[config.mk]
export PLATFORM = sky130hd
export DESIGN_NAME = sdram_cmd_sequencer
export DESIGN_NICKNAME = d
export VERILOG_FILES = /design/src/rtl/sdram_cmd_sequencer.sv
export SDC_FILE = /design/constraint.sdc
export NUM_CORES = 1
export LEC_CHECK = 0
export BUFFER_PORTS_ARGS = -buffer_cell sky130_fd_sc_hd__buf_2
export CORE_MARGIN = 3
export CORE_UTILIZATION = 56
export CTS_CLUSTER_SIZE = 24
export DETAILED_ROUTE_END_ITERATION = 8
export PLACE_DENSITY = 0.95
export SYNTH_ARGS = -nofsm -noshare
export SYNTH_HDL_FRONTEND = slang
export SYNTH_SLANG_ARGS = --single-unit
[constraint.sdc]
create_clock -name clk -period 4.9 [get_ports clk]
set_clock_uncertainty 0.15 [all_clocks]
set_input_delay 0.49 -clock clk [delete_from_list [all_inputs] [get_ports clk]]
set_output_delay 0.49 -clock clk [all_outputs]
set_load 0.02 [all_outputs]
[src/rtl/sdram_cmd_sequencer.sv]
// SDRAM command sequencer: power-up init, auto-refresh scheduling, single-beat read/write with auto-precharge.
// Latency: ACT one cycle after accept, READA/WRITA T_RCD after ACT, rd_valid CAS_LAT+1 after READA.
// Backpressure: req_ready is high only in IDLE after init with no refresh pending; a held request waits, never drops.
//
// Ports:
//   clk, rst_n                   - clock (rising edge), asynchronous active-low reset
//   req_valid/req_ready          - request handshake; req_we, req_addr {bank,row,col}, req_be, req_wdata
//   command, mrs                 - registered SDRAM command code, constant mode word
//   addr_out, be_out             - address / byte mask latched at accept
//   dq_in, dq_out, dq_oe         - data bus; dq_oe only during the WRITA cycle
//   rd_data, rd_valid            - read return, one-cycle pulse
//   init_done                    - initialisation finished, sticky until reset
module sdram_cmd_sequencer #(
    parameter int          INIT_WAIT    = 100,
    parameter int          T_RP         = 2,
    parameter int          T_RFC        = 7,
    parameter int          T_RCD        = 2,
    parameter int          CAS_LAT      = 2,
    parameter int          T_WR         = 2,
    parameter int          REF_INTERVAL = 780,
    parameter logic [11:0] MRS_VALUE    = 12'h020
) (
    input  logic        clk,
    input  logic        rst_n,
    input  logic        req_valid,
    output logic        req_ready,
    input  logic        req_we,
    input  logic [21:0] req_addr,
    input  logic [1:0]  req_be,
    input  logic [15:0] req_wdata,
    output logic [3:0]  command,
    output logic [11:0] mrs,
    output logic [21:0] addr_out,
    output logic [1:0]  be_out,
    input  logic [15:0] dq_in,
    output logic [15:0] dq_out,
    output logic        dq_oe,
    output logic [15:0] rd_data,
    output logic        rd_valid,
    output logic        init_done
);

    localparam logic [3:0] CMD_DESL  = 4'b0000;
    localparam logic [3:0] CMD_NOP   = 4'b0001;
    localparam logic [3:0] CMD_MRS   = 4'b0010;
    localparam logic [3:0] CMD_ACT   = 4'b0011;
    localparam logic [3:0] CMD_READA = 4'b0101;
    localparam logic [3:0] CMD_WRITA = 4'b0111;
    localparam logic [3:0] CMD_PALL  = 4'b1001;
    localparam logic [3:0] CMD_REF   = 4'b1011;

    // One shared wait counter sized for the longest load it ever receives.
    localparam int MAX_A   = (INIT_WAIT > REF_INTERVAL) ? INIT_WAIT : REF_INTERVAL;
    localparam int MAX_B   = (T_RFC > T_WR + T_RP) ? T_RFC : (T_WR + T_RP);
    localparam int CNT_MAX = (MAX_A > MAX_B) ? MAX_A : MAX_B;
    localparam int CW      = $clog2(CNT_MAX + 1);
    localparam int RCW     = $clog2(REF_INTERVAL + 1);

    // Loads are "number of NOP cycles still to show before the next step".
    // Init steps issue the next command straight off the counter, so they load the
    // full gap. Steps that return to IDLE spend one NOP cycle in IDLE before the
    // next command can go out, so their loads are one (or two, via RW) shorter.
    localparam logic [CW-1:0]  LD_INIT   = CW'(INIT_WAIT);
    localparam logic [CW-1:0]  LD_RP     = CW'(T_RP);
    localparam logic [CW-1:0]  LD_RFC    = CW'(T_RFC);
    localparam logic [CW-1:0]  LD_MRS    = CW'(2);
    localparam logic [CW-1:0]  LD_REF    = CW'(T_RFC - 1);
    localparam logic [CW-1:0]  LD_RCD    = CW'(T_RCD - 1);
    localparam logic [CW-1:0]  LD_CAS    = CW'(CAS_LAT - 1);
    localparam logic [CW-1:0]  LD_WRREC  = CW'(T_WR + T_RP - 2);
    localparam logic [RCW-1:0] REF_RELOAD = RCW'(REF_INTERVAL - 1);

    typedef enum logic [3:0] {
        S_INIT_WAIT,
        S_INIT_PALL,
        S_INIT_REF1,
        S_INIT_REF2,
        S_INIT_MRS,
        S_IDLE,
        S_REFRESH,
        S_ACTIVATE,
        S_RW,
        S_READ_WAIT,
        S_WRITE_WAIT
    } state_t;

    state_t           state, state_nxt;
    logic [CW-1:0]    cnt, cnt_nxt;
    logic [3:0]       cmd_nxt;
    logic             oe_nxt;
    logic             rdv_nxt;
    logic             latch;
    logic             capture;
    logic             done_set;
    logic             ref_issue;
    logic             we_q;
    logic [15:0]      wdata_q;
    logic [RCW-1:0]   ref_cnt;
    logic             ref_pending;

    assign mrs       = MRS_VALUE;
    assign req_ready = (state == S_IDLE) && init_done && !ref_pending;

    always_comb begin
        state_nxt = state;
        cnt_nxt   = (cnt != '0) ? cnt - CW'(1) : cnt;
        cmd_nxt   = CMD_NOP;
        oe_nxt    = 1'b0;
        rdv_nxt   = 1'b0;
        latch     = 1'b0;
        capture   = 1'b0;
        done_set  = 1'b0;
        ref_issue = 1'b0;
        case (state)
            S_INIT_WAIT: if (cnt == '0) begin
                cmd_nxt   = CMD_PALL;
                state_nxt = S_INIT_PALL;
                cnt_nxt   = LD_RP;
            end
            S_INIT_PALL: if (cnt == '0) begin
                cmd_nxt   = CMD_REF;
                state_nxt = S_INIT_REF1;
                cnt_nxt   = LD_RFC;
            end
            S_INIT_REF1: if (cnt == '0) begin
                cmd_nxt   = CMD_REF;
                state_nxt = S_INIT_REF2;
                cnt_nxt   = LD_RFC;
            end
            S_INIT_REF2: if (cnt == '0) begin
                cmd_nxt   = CMD_MRS;
                state_nxt = S_INIT_MRS;
                cnt_nxt   = LD_MRS;
            end
            S_INIT_MRS: if (cnt == '0) begin
                state_nxt = S_IDLE;
                done_set  = 1'b1;
            end
            S_IDLE: begin
                // Refresh wins over a waiting request; req_ready is already low.
                if (ref_pending) begin
                    cmd_nxt   = CMD_REF;
                    state_nxt = S_REFRESH;
                    cnt_nxt   = LD_REF;
                    ref_issue = 1'b1;
                end else if (req_valid && req_ready) begin
                    cmd_nxt   = CMD_ACT;
                    state_nxt = S_ACTIVATE;
                    cnt_nxt   = LD_RCD;
                    latch     = 1'b1;
                end
            end
            S_REFRESH: if (cnt == '0) begin
                state_nxt = S_IDLE;
            end
            S_ACTIVATE: if (cnt == '0) begin
                cmd_nxt   = we_q ? CMD_WRITA : CMD_READA;
                oe_nxt    = we_q;
                state_nxt = S_RW;
            end
            S_RW: begin
                if (we_q) begin
                    state_nxt = S_WRITE_WAIT;
                    cnt_nxt   = LD_WRREC;
                end else begin
                    state_nxt = S_READ_WAIT;
                    cnt_nxt   = LD_CAS;
                end
            end
            S_READ_WAIT: if (cnt == '0) begin
                capture   = 1'b1;
                rdv_nxt   = 1'b1;
                state_nxt = S_IDLE;
            end
            S_WRITE_WAIT: if (cnt == '0) begin
                state_nxt = S_IDLE;
            end
            default: begin
                state_nxt = S_INIT_WAIT;
                cnt_nxt   = LD_INIT;
            end
        endcase
    end

    always_ff @(posedge clk or negedge rst_n) begin
        if (!rst_n) begin
            state       <= S_INIT_WAIT;
            cnt         <= LD_INIT;
            command     <= CMD_DESL;
            addr_out    <= '0;
            be_out      <= 2'b11;
            we_q        <= 1'b0;
            wdata_q     <= '0;
            dq_out      <= '0;
            dq_oe       <= 1'b0;
            rd_data     <= '0;
            rd_valid    <= 1'b0;
            init_done   <= 1'b0;
            ref_cnt     <= REF_RELOAD;
            ref_pending <= 1'b0;
        end else begin
            state    <= state_nxt;
            cnt      <= cnt_nxt;
            command  <= cmd_nxt;
            dq_oe    <= oe_nxt;
            dq_out   <= oe_nxt ? wdata_q : 16'h0000;
            rd_valid <= rdv_nxt;
            if (latch) begin
                addr_out <= req_addr;
                be_out   <= req_be;
                we_q     <= req_we;
                wdata_q  <= req_wdata;
            end
            if (capture) begin
                rd_data <= dq_in;
            end
            if (done_set) begin
                init_done <= 1'b1;
            end
            // Refresh timer: starts when init completes. Expiry on the same
            // cycle as a REF keeps the pending flag set for the next round.
            if (done_set) begin
                ref_cnt <= REF_RELOAD;
            end else if (init_done) begin
                if (ref_cnt == '0) begin
                    ref_cnt     <= REF_RELOAD;
                    ref_pending <= 1'b1;
                end else begin
                    ref_cnt <= ref_cnt - RCW'(1);
                    if (ref_issue) begin
                        ref_pending <= 1'b0;
                    end
                end
            end
        end
    end

endmodule

==> impl_summary.log <==
[metrics] die extent in y: 96.8 um
[metrics] post-CTS setup buffer count: 0
[metrics] cts hold-fix bufs: 0
[metrics] DPL Wire Length: 7440 um
[metrics] later-pin clock latency in the skew report: 0.37 ns
[metrics] placed cells: approximately 600
[metrics] remaining antenna violation count: 0
[metrics] mean cell area of the mapped netlist: 12.1 um^2
[metrics] signed area change from the synthesized netlist to the final layout: 17.6%
[metrics] slew margin rel.: 0.216
[metrics] Largest delay share family, worst path: simple AND/OR/NAND/NOR gates
[metrics] clock sinks: 105
[metrics] classification of the worst setup path: reg -> reg
[metrics] RSZ-0062 raised after global routing: false
[metrics] dominant cell by count in the synthesized netlist: sky130_fd_sc_hd__dfrtp_1
[metrics] met2 Use GR: 0.393
[metrics] overall via count from detail_route: 3408
[metrics] FFs w/ async S/R, synth: 1.00
[metrics] highest attainable clock frequency: 0.280 GHz
[metrics] global-route met1 utilization: 0.256
[metrics] ant diodes: 0
[metrics] aggregate global routing overflow: 0
[metrics] run status: finished clean
[metrics] slowest CP cell: sky130_fd_sc_hd__or3_1
[metrics] initial core utilization: 0.588
[metrics] Clock Tree Buf Depth: 2
[metrics] post-route cell area: 0.00543 mm^2
[metrics] top flip-flop cell by instance count after synthesis: sky130_fd_sc_hd__dfrtp_1
[metrics] initial antenna violation count: 0
[metrics] largest stage delay on the critical path: 0.76 ns
[metrics] Crit path arrival time: around 3.7 ns
[metrics] Worst Reg2Reg Path Length in Cells: 7
[metrics] final hold violation count: 0
[metrics] number of DRC violations after detailed-routing iteration 0: between 300 and 400
[metrics] average vias per placed instance: 5.62
[metrics] Critical Path End Type: flip-flop
[metrics] global-route usage over all layers: 0.226
[metrics] pin count of the biggest net entering global routing: 68
[metrics] synthesized instance count: 383
[metrics] sum of negative setup slack: 0 ns
[metrics] placeable core region: about 0.0078 mm^2
[metrics] fraction of post-synthesis cell area in the top cell type by area: 0.515
[metrics] Synth cell types: 49
[metrics] number of enable flip-flop cells after synthesis: 0
[metrics] max-cap viol count: 0
[metrics] Root Buffer: sky130_fd_sc_hd__clkbuf_8
[metrics] sum of routed wire length over all layers: 10200 um
[metrics] average wire per standard cell: around 17 um
[metrics] classification of the worst-slack hold path: in -> async
[metrics] max-slew violation total from the final report: 0
[metrics] Tcrit/Tclk final: 0.729
[metrics] Period minus WS final: between 3 and 4 ns
[metrics] area of the die: 0.00937 mm^2
[metrics] peak fanout along the critical path: 17
[metrics] share of final-layout standard cells stronger than drive strength 1: 0.423
[metrics] Worst Hold Slack: approximately 0.064 ns
[metrics] quantity of I/O buffers inserted on ports: around 120
[metrics] DRC: 0
[metrics] wire length of the first global-routing pass: 17300 um
[metrics] clock buffers created by TritonCTS: 9
[metrics] top cells by area, synth: sky130_fd_sc_hd__dfrtp_1, sky130_fd_sc_hd__mux2_2, sky130_fd_sc_hd__dfstp_2
[metrics] startpoint types: flip-flop
[metrics] I/O pin count: approximately 140
[metrics] total power divided by cell area: about 270 mW/mm^2
[metrics] busiest layer in global routing: met2
[metrics] actual transition at the worst max-transition pin: ~1.2 ns
[metrics] number of cell rows: 32
[metrics] post-CTS resize count: 0
[metrics] netlist area before placement: 0.00462 mm^2
[metrics] count of nets after finishing: 563
[metrics] x dimension of the die: 96.8 um
[metrics] slack of the critical path: 1.33 ns
[metrics] leakage power figure: 2.86 nW
[metrics] Synth area leader: sky130_fd_sc_hd__dfrtp_1
[metrics] first-pass iteration count of the detailed router: 7
[metrics] required time worst endpoint: 5.01 ns
[metrics] most common library cells after synthesis: sky130_fd_sc_hd__dfrtp_1, sky130_fd_sc_hd__mux2_2, sky130_fd_sc_hd__nor2_1
[metrics] number of cells on the critical path: 7
[metrics] GR Layer Usage met3: 0.0764
[metrics] Critical Path, Cell by Cell: inv_1, ha_1, or3b_2, nor4_4, inv_2, or3_1, mux2_4
[metrics] sequential element share of the synthesized area: 0.572
[metrics] setup slack at placement: about 1.4 ns
[metrics] Layout Cells excl Fill: between 600 and 700
[metrics] buffers plus inverters on the worst setup path: 2
[metrics] RD Place Congestion: 0.922
[metrics] maximum level of the CTS H-tree: 3
[metrics] TritonCTS clock tree: done
[metrics] setup violators final: 0
[metrics] standard cell area after detailed placement: 0.00525 mm^2
[metrics] Max VDD drop: ~260 uV
[metrics] number of global-route vias before repair: 3623
[metrics] post-CTS clock slew at the launch and capture registers of the worst setup and hold paths: 0.10 ns
[metrics] number of register bits inferred by synthesis: 105
[metrics] warnings from Yosys: 0
==> stage by stage <==
step / util / total power [mW]
after floorplan: - / 0.925
after global placement: 0.669 / 0.963
after detailed placement: 0.669 / 0.967
after CTS: 0.691 / 1.45
after global routing: 0.691 / 1.50
final: 0.691 / 1.44
==> layer usage <==
metal	vias to the layer above	share of wire
met3	32	0.092
met5	-	0
met2	169	0.51
met1	1661	0.37
met4	0	0.027
li1	1546	-
==> sequential cells by signal, indices dropped and copies added (netlist names) <==
signal,cells
addr_out,22
dq_out,16
rd_data,16
wdata_q,16
cnt,10
ref_cnt,10
command,4
state,4
be_out,2
dq_oe,1
init_done,1
rd_valid,1
ref_pending,1
we_q,1
==> cell usage in the layout (no fill, tap or decap), types with 4 or more instances in the layout <==
cell,Yosys,routed
sky130_fd_sc_hd__inv_1,8,8
sky130_fd_sc_hd__nor3_1,14,14
sky130_fd_sc_hd__clkbuf_8,0,9
sky130_fd_sc_hd__mux2i_1,5,5
sky130_fd_sc_hd__ha_1,4,4
sky130_fd_sc_hd__and2_1,17,17
sky130_fd_sc_hd__nor4_1,6,5
sky130_fd_sc_hd__conb_1,2,12
sky130_fd_sc_hd__nor2_1,24,24
sky130_fd_sc_hd__nand3_1,6,6
sky130_fd_sc_hd__o21ai_0,14,14
sky130_fd_sc_hd__nand2b_1,7,7
sky130_fd_sc_hd__o22ai_1,6,6
sky130_fd_sc_hd__a21oi_1,13,13
sky130_fd_sc_hd__o31ai_1,4,4
sky130_fd_sc_hd__nand2_1,18,18
sky130_fd_sc_hd__dfrtp_1,95,95
sky130_fd_sc_hd__nor2b_1,6,6
sky130_fd_sc_hd__mux2_2,48,48
sky130_fd_sc_hd__buf_2,5,122
sky130_fd_sc_hd__mux2_4,9,9
sky130_fd_sc_hd__dfstp_2,10,10
==> path summary, 6_finish.rpt <==
| check | startpoint | slack [ns] | end |
|---|---|---|---|
| hold / removal | rst_n | 0.06 | addr_out[14] |
| setup reg to reg | cnt[0] | 1.33 | rd_data[7] |
| hold reg to reg | wdata_q[6] | 0.33 | dq_out[6] |
| max in group asynchronous | rst_n | 3.53 | dq_out[6] |
| min in group clk | req_addr[9] | 0.19 | addr_out[9] |
| setup / recovery | cnt[0] | 1.33 | rd_data[7] |
==> layout make-up <==
type	instances	area, um^2
flip-flops and latches	105	2640
fillers	558	2420
inverters	9	33.8
multi-input cells	249	1810
clock buffers	10	128
well taps	102	128
clock inverters	6	50.0
repair buffers	125	633
==> worst reg2reg max path, cell delays in order, from the launching register on <==
cell	delay [ns]
sky130_fd_sc_hd__dfrtp_1	0.40
sky130_fd_sc_hd__inv_1	0.11
sky130_fd_sc_hd__ha_1	0.21
sky130_fd_sc_hd__or3b_2	0.51
sky130_fd_sc_hd__nor4_4	0.63
sky130_fd_sc_hd__inv_2	0.26
sky130_fd_sc_hd__or3_1	0.77
sky130_fd_sc_hd__mux2_4	0.44
==> where the power goes <==
group	switching, mW	internal (mW)	leakage [nW]	total [mW]
Sequential	0.00361	0.873	1.36	0.877
Combinational	0.0439	0.0286	1.41	0.0725
Clock	0.300	0.191	0.0888	0.491
==> kinds of logic (layout without fill, tap and decap cells) <==
family / count (synthesis) / count (layout) / share of synthesized area
AND/OR/NAND/NOR: 112 / 112 / 0.131
flip-flops: 105 / 105 / 0.572
multiplexers: 62 / 62 / 0.157
AO/OA/AOI/OAI: 55 / 55 / 0.0756
buffers and inverters: 39 / 150 / 0.0445
adder cells (fa/ha/maj): 4 / 4 / 0.0108
XOR/XNOR: 4 / 4 / 0.00759
other: 2 / 12 / 0.00163
Power figures use the tool's default switching activity.
